File: src/rtl/medidor_ciclo_trabajo.sv
// medidor_ciclo_trabajo: measures duty (in slots of DIV cycles) and period of a 16-slot PWM input, flags bad period and lost signal; `PWM_DEGLITCH_EN adds a 3-cycle stability filter
module medidor_ciclo_trabajo #(
  parameter int DIV = 100,
  parameter int TIMEOUT_PERIODOS = 2
) (
  input  logic       clk_100MHz,
  input  logic       rst,
  input  logic       enable,
  input  logic       pwm_in,
  output logic [3:0] duty_medido,
  output logic       duty_valido,
  output logic       periodo_err,
  output logic       sin_senal
);
  localparam int TO_MAX = TIMEOUT_PERIODOS * 16 * DIV;
  localparam int PER_MIN = 16 * DIV - DIV / 2;
  localparam int PER_MAX = 16 * DIV + DIV / 2;
  localparam int CW = $clog2(TO_MAX + 1);
  localparam int CPW = $clog2(PER_MAX + 2);
  localparam int PW = $clog2(DIV);
  localparam int PSC0 = DIV / 2 + 1;
  localparam logic [PW-1:0] PSC_INI = (PSC0 >= DIV) ? '0 : PW'(PSC0);
  localparam logic [3:0] SL_INI = (PSC0 >= DIV) ? 4'd1 : 4'd0;
  typedef enum logic [1:0] {ESPERA, ALTO, BAJO} est_e;
  est_e est_q, est_d;
  logic s1_q, s2_q, s3_q, lvl, rise, fall, pub, tmo, cuenta;
  logic [CW-1:0] cnt_to_q, cnt_to_d;
  logic [CPW-1:0] cnt_per_q, cnt_per_d;
  logic [PW-1:0] psc_q, psc_d;
  logic [3:0] sl_q, sl_d, duty_q, duty_d;
  logic err_q, err_d, val_q, val_d, sin_q, sin_d;
  // two-flop synchronizer for the asynchronous PWM line
  always_ff @(posedge clk_100MHz) begin
    if (rst) {s1_q, s2_q} <= '0;
    else {s1_q, s2_q} <= {pwm_in, s1_q};
  end
`ifdef PWM_DEGLITCH_EN
  logic flt_q;
  logic [1:0] cnt_f_q;
  // filtered level follows s2 only after it has differed for 3 consecutive cycles
  always_ff @(posedge clk_100MHz) begin
    if (rst) begin
      flt_q <= 1'b0;
      cnt_f_q <= '0;
    end else if (s2_q == flt_q) cnt_f_q <= '0;
    else if (cnt_f_q == 2'd2) begin
      flt_q <= s2_q;
      cnt_f_q <= '0;
    end else cnt_f_q <= cnt_f_q + 2'd1;
  end
  assign lvl = flt_q;
`else
  assign lvl = s2_q;
`endif
  // delayed copy of the edge-detection level
  always_ff @(posedge clk_100MHz) begin
    if (rst) s3_q <= 1'b0;
    else s3_q <= lvl;
  end
  assign rise = lvl & ~s3_q;
  assign fall = ~lvl & s3_q;
  assign pub = enable && rise && est_q == BAJO;
  assign tmo = enable && !rise && cnt_to_q == CW'(TO_MAX - 1);
  assign cuenta = est_q == ALTO && !fall;
  // state register
  always_ff @(posedge clk_100MHz) begin
    if (rst) est_q <= ESPERA;
    else est_q <= est_d;
  end
  // next state: a rise always wins over a timeout hitting in the same cycle
  always_comb begin
    est_d = !enable ? ESPERA : rise ? ALTO : tmo ? ESPERA : (est_q == ALTO && fall) ? BAJO : est_q;
  end
  // counters and published results; a rise restarts everything in the same cycle
  always_comb begin
    cnt_to_d = !enable ? '0 : rise ? CW'(1) : (cnt_to_q == CW'(TO_MAX)) ? cnt_to_q : cnt_to_q + CW'(1);
    cnt_per_d = !enable ? '0 : rise ? CPW'(1) : (est_q == ESPERA) ? '0 :
                (cnt_per_q == CPW'(PER_MAX + 1)) ? cnt_per_q : cnt_per_q + CPW'(1);
    psc_d = !enable ? '0 : rise ? PSC_INI : !cuenta ? psc_q : (psc_q == PW'(DIV - 1)) ? '0 : psc_q + PW'(1);
    sl_d = !enable ? '0 : rise ? SL_INI :
           (cuenta && psc_q == PW'(DIV - 1) && sl_q != 4'hf) ? sl_q + 4'd1 : sl_q;
    duty_d = pub ? sl_q : tmo ? {4{s2_q}} : duty_q;
    err_d = pub ? !(cnt_per_q >= CPW'(PER_MIN) && cnt_per_q <= CPW'(PER_MAX)) : tmo ? 1'b1 : err_q;
    sin_d = (enable && rise) ? 1'b0 : tmo ? 1'b1 : sin_q;
    val_d = pub | tmo;
  end
  // datapath and output registers
  always_ff @(posedge clk_100MHz) begin
    if (rst) begin
      cnt_to_q <= '0;
      cnt_per_q <= '0;
      psc_q <= '0;
      sl_q <= '0;
      duty_q <= '0;
      err_q <= 1'b0;
      val_q <= 1'b0;
      sin_q <= 1'b0;
    end else begin
      cnt_to_q <= cnt_to_d;
      cnt_per_q <= cnt_per_d;
      psc_q <= psc_d;
      sl_q <= sl_d;
      duty_q <= duty_d;
      err_q <= err_d;
      val_q <= val_d;
      sin_q <= sin_d;
    end
  end
  assign duty_medido = duty_q;
  assign duty_valido = val_q;
  assign periodo_err = err_q;
  assign sin_senal = sin_q;
endmodule

File: config.mk
export PLATFORM = sky130hd
export DESIGN_NAME = medidor_ciclo_trabajo
export DESIGN_NICKNAME = d
export VERILOG_FILES = /design/src/rtl/medidor_ciclo_trabajo.sv
export SDC_FILE = /design/constraint.sdc
export NUM_CORES = 1
export LEC_CHECK = 0
export BUFFER_PORTS_ARGS = -buffer_cell sky130_fd_sc_hd__clkbuf_2
export CORE_AREA = 4 4 97 99
export CTS_CLUSTER_DIAMETER = 120
export DETAILED_ROUTE_END_ITERATION = 7
export DIE_AREA = 0 0 101 103
export HOLD_SLACK_MARGIN = 0.1
export PLACE_DENSITY = 0.5
export RECOVER_POWER = 100
export SETUP_SLACK_MARGIN = 0.3
export SLEW_MARGIN = 10
export SYNTH_ARGS = -nofsm -noshare
export SYNTH_HDL_FRONTEND = slang
export SYNTH_SLANG_ARGS = --single-unit
File: constraint.sdc
create_clock -name clk_100MHz -period 2.2 [get_ports clk_100MHz]
set_clock_uncertainty 0.15 [all_clocks]
set_input_delay 0.44 -clock clk_100MHz [delete_from_list [all_inputs] [get_ports clk_100MHz]]
set_output_delay 0.44 -clock clk_100MHz [all_outputs]
set_load 0.1 [all_outputs]
==> results.sh, run 1 <==
export IMPL_status="finished, final reports clean"
export IMPL_fmax_mhz=545
export IMPL_post_drt_wl_per_cell_um=12.8
export IMPL_min_delay_start="pwm_in"
export IMPL_power_per_cell_area_mw_per_mm2=559
export IMPL_synth_edf_count=0
export IMPL_ir_drop_mv=0.254
export IMPL_first_global_vias=1761
export IMPL_cp_cell_sequence="nand2b_1 -> or4_1 -> clkbuf_1 -> o21ai_0 -> a21oi_1"
export IMPL_final_cells=376
export IMPL_synth_nets=257
export IMPL_fin_nets=278
export IMPL_setup_viol=0
export IMPL_swShare=0.220
export IMPL_hold_viol_final=0
export IMPL_tritoncts="yes"
export IMPL_critPathArrivalTime_ns=1.86
export IMPL_finalSetupTns_ns=0
export IMPL_p_comb_frac=0.038
export IMPL_clock_path_buffers=2
export IMPL_htree_levels=2
export IMPL_cts_buffers=5
export IMPL_start_util=0.254
export IMPL_drt_iter0_drc=84
export IMPL_grt_overflow_total=0
export IMPL_tightest_slew_ns=0.565
export IMPL_max_cap_violations=0
export IMPL_hold_depth=2
export IMPL_power_switching_mw=0.304
export IMPL_gr_usage_all_layers=0.103
export IMPL_end_kind="flop"
export IMPL_hold_path_endpoint="s1_q"
export IMPL_yosysTopAreaCell="dfxtp_1"
export IMPL_async_flop_share=0
export IMPL_io_buffer_count=10
export IMPL_rr_endpoint="sl_q[0]"
export IMPL_p_int_mw=1.08
export IMPL_routed_wl_mm=4.82
export IMPL_postLayoutCellArea_sq_mm=0.00247
export IMPL_synth_cell_types=47
export IMPL_clk_insertion_delay_late_ns=0.29
export IMPL_ys_seq_elements=46
export IMPL_post_route_min_period_ns=1.83
export IMPL_yosysWarnings=0
export IMPL_area_growth_pct=13.8
export IMPL_synth_yosys_seq_area_share=0.425
export IMPL_maxSlewViolCount=0
export IMPL_clkPwrFrac=0.350
export IMPL_netlist_instances=247
export IMPL_seqPwrFrac=0.612
export IMPL_synthTopCellsByArea="dfxtp_1 42%, xor2_1 6.5%, nor2_1 5.4%, nand3_1 4.2%, ha_1 3.5%"
export IMPL_max_slew_margin=0.625
export IMPL_num_antenna_cells=0
export IMPL_netlist_area_sq_mm=0.00217
export IMPL_synth_top_area_share=0.425
export IMPL_core_area_sq_mm=0.00855
export IMPL_syn_avg_cell_area_sq_um=8.78
export IMPL_placed_area_sq_mm=0.00239
export IMPL_final_layout_size_suffix_gt1_frac=0.101
export IMPL_fin_ws_ns=0.366
export IMPL_holdBufCountCts=0
export IMPL_place_gp_congestion=0.777
export IMPL_drtAntennaViolNets=0
export IMPL_rsz0062_at_grt="yes"
export IMPL_hold_path_class="primary input to flop"
export IMPL_crit_required_ns=2.22
export IMPL_pin_count=11
export IMPL_cts_root_buf="clkbuf_8"
export IMPL_die_x_um=101
export IMPL_clk_pin_slew_worst_paths_ns=0.09
export IMPL_worst_r2r_setup_slack_ns=0.37
export IMPL_slowest_delay_ns=0.55
export IMPL_slowest_stage="or4_1"
export IMPL_die_h_um=103
export IMPL_vias=1815
export IMPL_r2r_cells=5
export IMPL_firstDrtPassIters=4
export IMPL_cp_max_fo=7
export IMPL_antenna_found_initial=0
export IMPL_placementRows=34
export IMPL_critPathKind="flop to flop"
export IMPL_r2r_start="est_q[1]"
export IMPL_leakage_nw=0.827
export IMPL_fp_dieArea_sq_mm=0.0104
export IMPL_vias_per_cell=4.83
export IMPL_dp_cells=367
export IMPL_finalCritPeriodShare=0.833
export IMPL_cts_sink_count=46
export IMPL_dp_final_hpwl_mm=3.61
export IMPL_drcViolationCount=0
export IMPL_grt_pass1_wl_mm=8.61
export IMPL_utilization=0.289
export IMPL_critPathLaunchType="flop"
export IMPL_grt_max_degree=13
export IMPL_synthFlopType="dfxtp_1"
export IMPL_place_ws_ns=0.263
worst max path at each step:
stage	start	end	slack, ns	depth (start not counted)
6_report	est_q[1]	sl_q[0]	0.37	5
5_1_grt	lvl	duty_medido[3]	0.20	4
4_1_cts	psc_q[0]	sl_q[1]	0.34	6
3_5_place_dp	psc_q[0]	sl_q[3]	0.26	5
3_3_place_gp	psc_q[0]	sl_q[3]	0.29	5
2_1_floorplan	psc_q[0]	sl_q[3]	0.36	5
layout by cell type (no fill, tap or decap), types with 4 or more instances in the layout:
cell type,n
inv_1,6
a211oi_1,5
nand3_1,18
a21oi_1,9
xor2_1,16
nor2_1,31
nand2_1,19
ha_1,5
nor2b_1,8
o21ai_0,4
nor3_1,9
clkbuf_1,7
and4_1,6
dfxtp_1,44
clkbuf_8,5
xnor2_1,5
clkbuf_2,9
buf_4,5
nand2b_1,4
nand4_1,9
logic make-up (layout without fill, tap and decap cells):
| kind of cell | Yosys count | count (layout) | synth area share |
|---|---|---|---|
| xor gates and xnor gates | 21 | 21 | 0.0848 |
| muxes | 2 | 2 | 0.00923 |
| AOI/OAI and AO/OA | 35 | 35 | 0.107 |
| buffers and inverters | 11 | 32 | 0.0196 |
| and+or+nand+nor | 126 | 126 | 0.320 |
| DFF | 46 | 46 | 0.425 |
| adders and majority gates | 6 | 6 | 0.0346 |
worst max-delay path: cells and delay by family, from the launching register on:
family,cells,cell delay [ns]
AOI/OAI and AO/OA,2,0.26
buffers and inverters,1,0.17
DFF,1,0.36
and+or+nand+nor,2,0.77
registers in the layout, summed over array words and instances, names as in the netlist:
signal       cells
periodo_err      1
est_q            2
lvl              1
sl_q             4
psc_q            7
cnt_to_q        12
duty_medido      4
s1_q             1
sin_senal        1
duty_valido      1
cnt_per_q       11
s3_q             1
area by class of cell:
cell class                 instances  area (sq um)
tap                              108           135
fill                             917          6080
inverter                           6          22.5
timing repair buffer              19           101
sequential                        46           923
clock buffer                       7          76.3
multi-input combinational        190          1210
timing repair:
| item | 4_1_cts | 5_1_grt |
|---|---|---|
| gates resized for setup | 4 | 5 |
| pin swaps | 3 | 1 |
| hold endpoints to repair | 0 | 0 |
| setup endpoints to repair | 1 | 8 |
| setup buffers | 2 | 0 |
layer usage:
| metal | share of wire | GRT usage | routed length [um] | up-vias |
|---|---|---|---|---|
| li1 | - | - | - | 937 |
| met1 | 0.53 | 0.144 | 2580 | 843 |
| met2 | 0.43 | 0.158 | 2050 | 31 |
| met3 | 0.032 | 0.0230 | 152 | 4 |
| met4 | 0.0075 | 0.0297 | 36 | 0 |
| met5 | 0 | 0 | 0 | - |
cell usage after synthesis (4+ instances only):
library cell	n
a211oi_1	5
a21oi_1	9
and4_1	6
clkbuf_1	4
dfxtp_1	46
ha_1	6
inv_1	6
nand2_1	19
nand3_1	18
nand4_1	9
nor2_1	31
nor2b_1	8
nor3_1	9
o21ai_0	4
xnor2_1	5
xor2_1	16
power by group through the flow:
stage / clock [mW] / combinational, mW / sequential [mW]
global route: 0.551 / 0.0600 / 0.848
detailed placement: 0 / 0.0528 / 0.865
floorplan: 0 / 0.0326 / 0.864
CTS: 0.511 / 0.0545 / 0.846
global placement: 0 / 0.0536 / 0.865
finish: 0.483 / 0.0519 / 0.846
through the flow:
| stage | total power, mW | hold slack [ns] |
|---|---|---|
| after floorplan | 0.896 | 0.264 |
| after global placement | 0.919 | 0.295 |
| after detailed placement | 0.918 | 0.299 |
| after CTS | 1.41 | 0.221 |
| after global routing | 1.46 | 0.240 |
| final | 1.38 | 0.224 |
No activity file was read; power rests on OpenSTA's default activity.
==> run 2: changes to the inputs <==
PLACE_DENSITY = 0.51   (was 0.5)
clock period = 1.48 ns   (was 2.2 ns; I/O delays follow)
==> run 2 against run 1 <==
  * The run now ends with negative setup slack left
  * Critical path depth did not move
  * Die area did not move
  * Via count rose by 19%
  * First-iteration DRC count fell by 35%
  * Sequential power rose by 47%
  * Routed wire length rose by 30%
  * Count of clock-buffer cells in the layout fell by 2
  * Utilization rose by 15 points
  * Sequential share of layout area fell by 11 points
  * Clock power rose by 64%
  * Non-clock buffer count rose by 84
  * Highest routed layer unchanged
==> results.sh, run 2 (synthesis results as in run 1) <==
export IMPL_status="finished, violations left"
export IMPL_violations="negative setup slack"
export IMPL_fmax_mhz=571
export IMPL_drt_iter0_drc=55
export IMPL_core_area_sq_mm=0.00855
export IMPL_post_route_min_period_ns=1.75
export IMPL_vias=2154
export IMPL_pin_count=11
export IMPL_grt_overflow_total=0
export IMPL_finalCritPeriodShare=1.18
export IMPL_cts_buffers=5
export IMPL_start_util=0.254
export IMPL_max_cap_violations=0
export IMPL_final_layout_size_suffix_gt1_frac=0.586
export IMPL_slowest_stage="or4_4"
export IMPL_largest_reg_flops=12
export IMPL_fin_nets=362
export IMPL_finalSetupTns_ns=-4.24
export IMPL_fin_ws_ns=-0.271
export IMPL_grt_max_degree=16
export IMPL_die_x_um=101
export IMPL_fp_dieArea_sq_mm=0.0104
export IMPL_placed_area_sq_mm=0.00310
export IMPL_grt_pass1_wl_mm=10.4
export IMPL_final_common_cell="buf_4"
export IMPL_die_h_um=103
export IMPL_slowest_delay_ns=0.55
export IMPL_cp_max_fo=5
export IMPL_critPathArrivalTime_ns=1.84
export IMPL_hold_viol_final=0
export IMPL_regMostFlops="cnt_to_q"
export IMPL_routed_wl_mm=6.25
export IMPL_end_kind="flop"
export IMPL_max_slew_margin=0.736
export IMPL_gr_usage_all_layers=0.125
export IMPL_area_growth_pct=73.5
export IMPL_crit_required_ns=1.57
export IMPL_cp_cell_sequence="ha_4 -> nand4_1 -> or4_4 -> buf_6 -> a21oi_2"
export IMPL_cts_sink_count=46
export IMPL_tritoncts="yes"
export IMPL_power_mw=2.24
export IMPL_tightest_slew_ns=0.390
export IMPL_leakage_nw=1.42
export IMPL_cts_root_buf="clkbuf_8"
export IMPL_clk_pin_slew_worst_paths_ns=0.10
export IMPL_post_drt_wl_per_cell_um=13.6
export IMPL_critPathKind="flop to flop"
export IMPL_clock_path_buffers=2
export IMPL_vias_per_cell=4.67
export IMPL_final_cell_mix="72 x buf_4, 24 x buf_6, 23 x dfxtp_1"
export IMPL_top_regs="cnt_to_q x12, cnt_per_q x11, psc_q x7"
export IMPL_hold_path_class="primary input to flop"
export IMPL_power_per_cell_area_mw_per_mm2=594
export IMPL_drcViolationCount=0
export IMPL_antenna_found_initial=0
export IMPL_setup_viol=25
export IMPL_clk_insertion_delay_late_ns=0.30
export IMPL_place_gp_congestion=0.794
export IMPL_critPathLaunchType="flop"
export IMPL_drtAntennaViolNets=0
export IMPL_firstDrtPassIters=4
export IMPL_ir_drop_mv=0.437
export IMPL_rsz0062_at_grt="yes"
export IMPL_io_buffer_count=10
export IMPL_first_global_vias=2194
export IMPL_place_ws_ns=-0.334
export IMPL_maxSlewViolCount=0
export IMPL_htree_levels=2
export IMPL_placementRows=34
export IMPL_dp_final_hpwl_mm=4.30
export IMPL_num_antenna_cells=0
export IMPL_postLayoutCellArea_sq_mm=0.00376
## run 2: through the flow
| step | instances | hold WS [ns] | utilization |
|---|---|---|---|
| after floorplan | 247 | 0.264 | - |
| after global placement | 427 | 0.267 | 0.363 |
| after detailed placement | 427 | 0.278 | 0.363 |
| after CTS | 449 | 0.201 | 0.416 |
| after global routing | 461 | 0.217 | 0.440 |
| final | 461 | 0.207 | 0.440 |
## run 2: worst paths after layout
| check | slack (ns) | cells after the start | to | from |
|---|---|---|---|---|
| min | 0.21 | 3 | duty_valido | rst |
| max reg2reg | -0.27 | 5 | duty_valido | cnt_to_q[1] |
| max | -0.27 | 5 | duty_valido | cnt_to_q[1] |
| min reg2reg | 0.30 | 1 | lvl | s1_q |
## run 2: final cells by class
| class | count | area (sq um) |
|---|---|---|
| fill | 824 | 4790 |
| clock buffer | 5 | 68.8 |
| clock inverter | 3 | 20.0 |
| sequential | 46 | 975 |
| tap | 108 | 135 |
| timing repair buffer | 103 | 881 |
| inverter | 6 | 37.5 |
| multi-input combinational | 190 | 1650 |
## run 2: what timing repair did
item / 4_1_cts / 5_1_grt
hold buffers: 1 / 0
pin swaps: 35 / 33
setup endpoints to repair: 50 / 50
resized for setup: 67 / 52
hold endpoints to repair: 1 / 0
setup buffers: 13 / 12
## run 2: report_power, final
part           internal (mW)  leakage, nW  switching (mW)  total [mW]
clock                  0.334       0.0422           0.457       0.791
combinational          0.109        0.994          0.0928       0.202
sequential              1.23        0.386          0.0113        1.24
total                   1.67         1.42           0.561        2.24
## run 2: critical path: cells and delay by family (launching register included)
family / cells / cell delay, ns
flip-flops: 1 / 0.38
AND/OR/NAND/NOR: 2 / 0.77
AO/OA/AOI/OAI: 1 / 0.10
buffers and inverters: 1 / 0.14
adder cells (fa/ha/maj): 1 / 0.14
## run 2: layer usage
metal / up-vias / track usage / routed length, um
met3: 8 / 0.0250 / 172
li1: 1101 / - / -
met4: 0 / 0.0378 / 95
met5: - / 0 / 0
met2: 26 / 0.212 / 2970
met1: 1019 / 0.160 / 3020
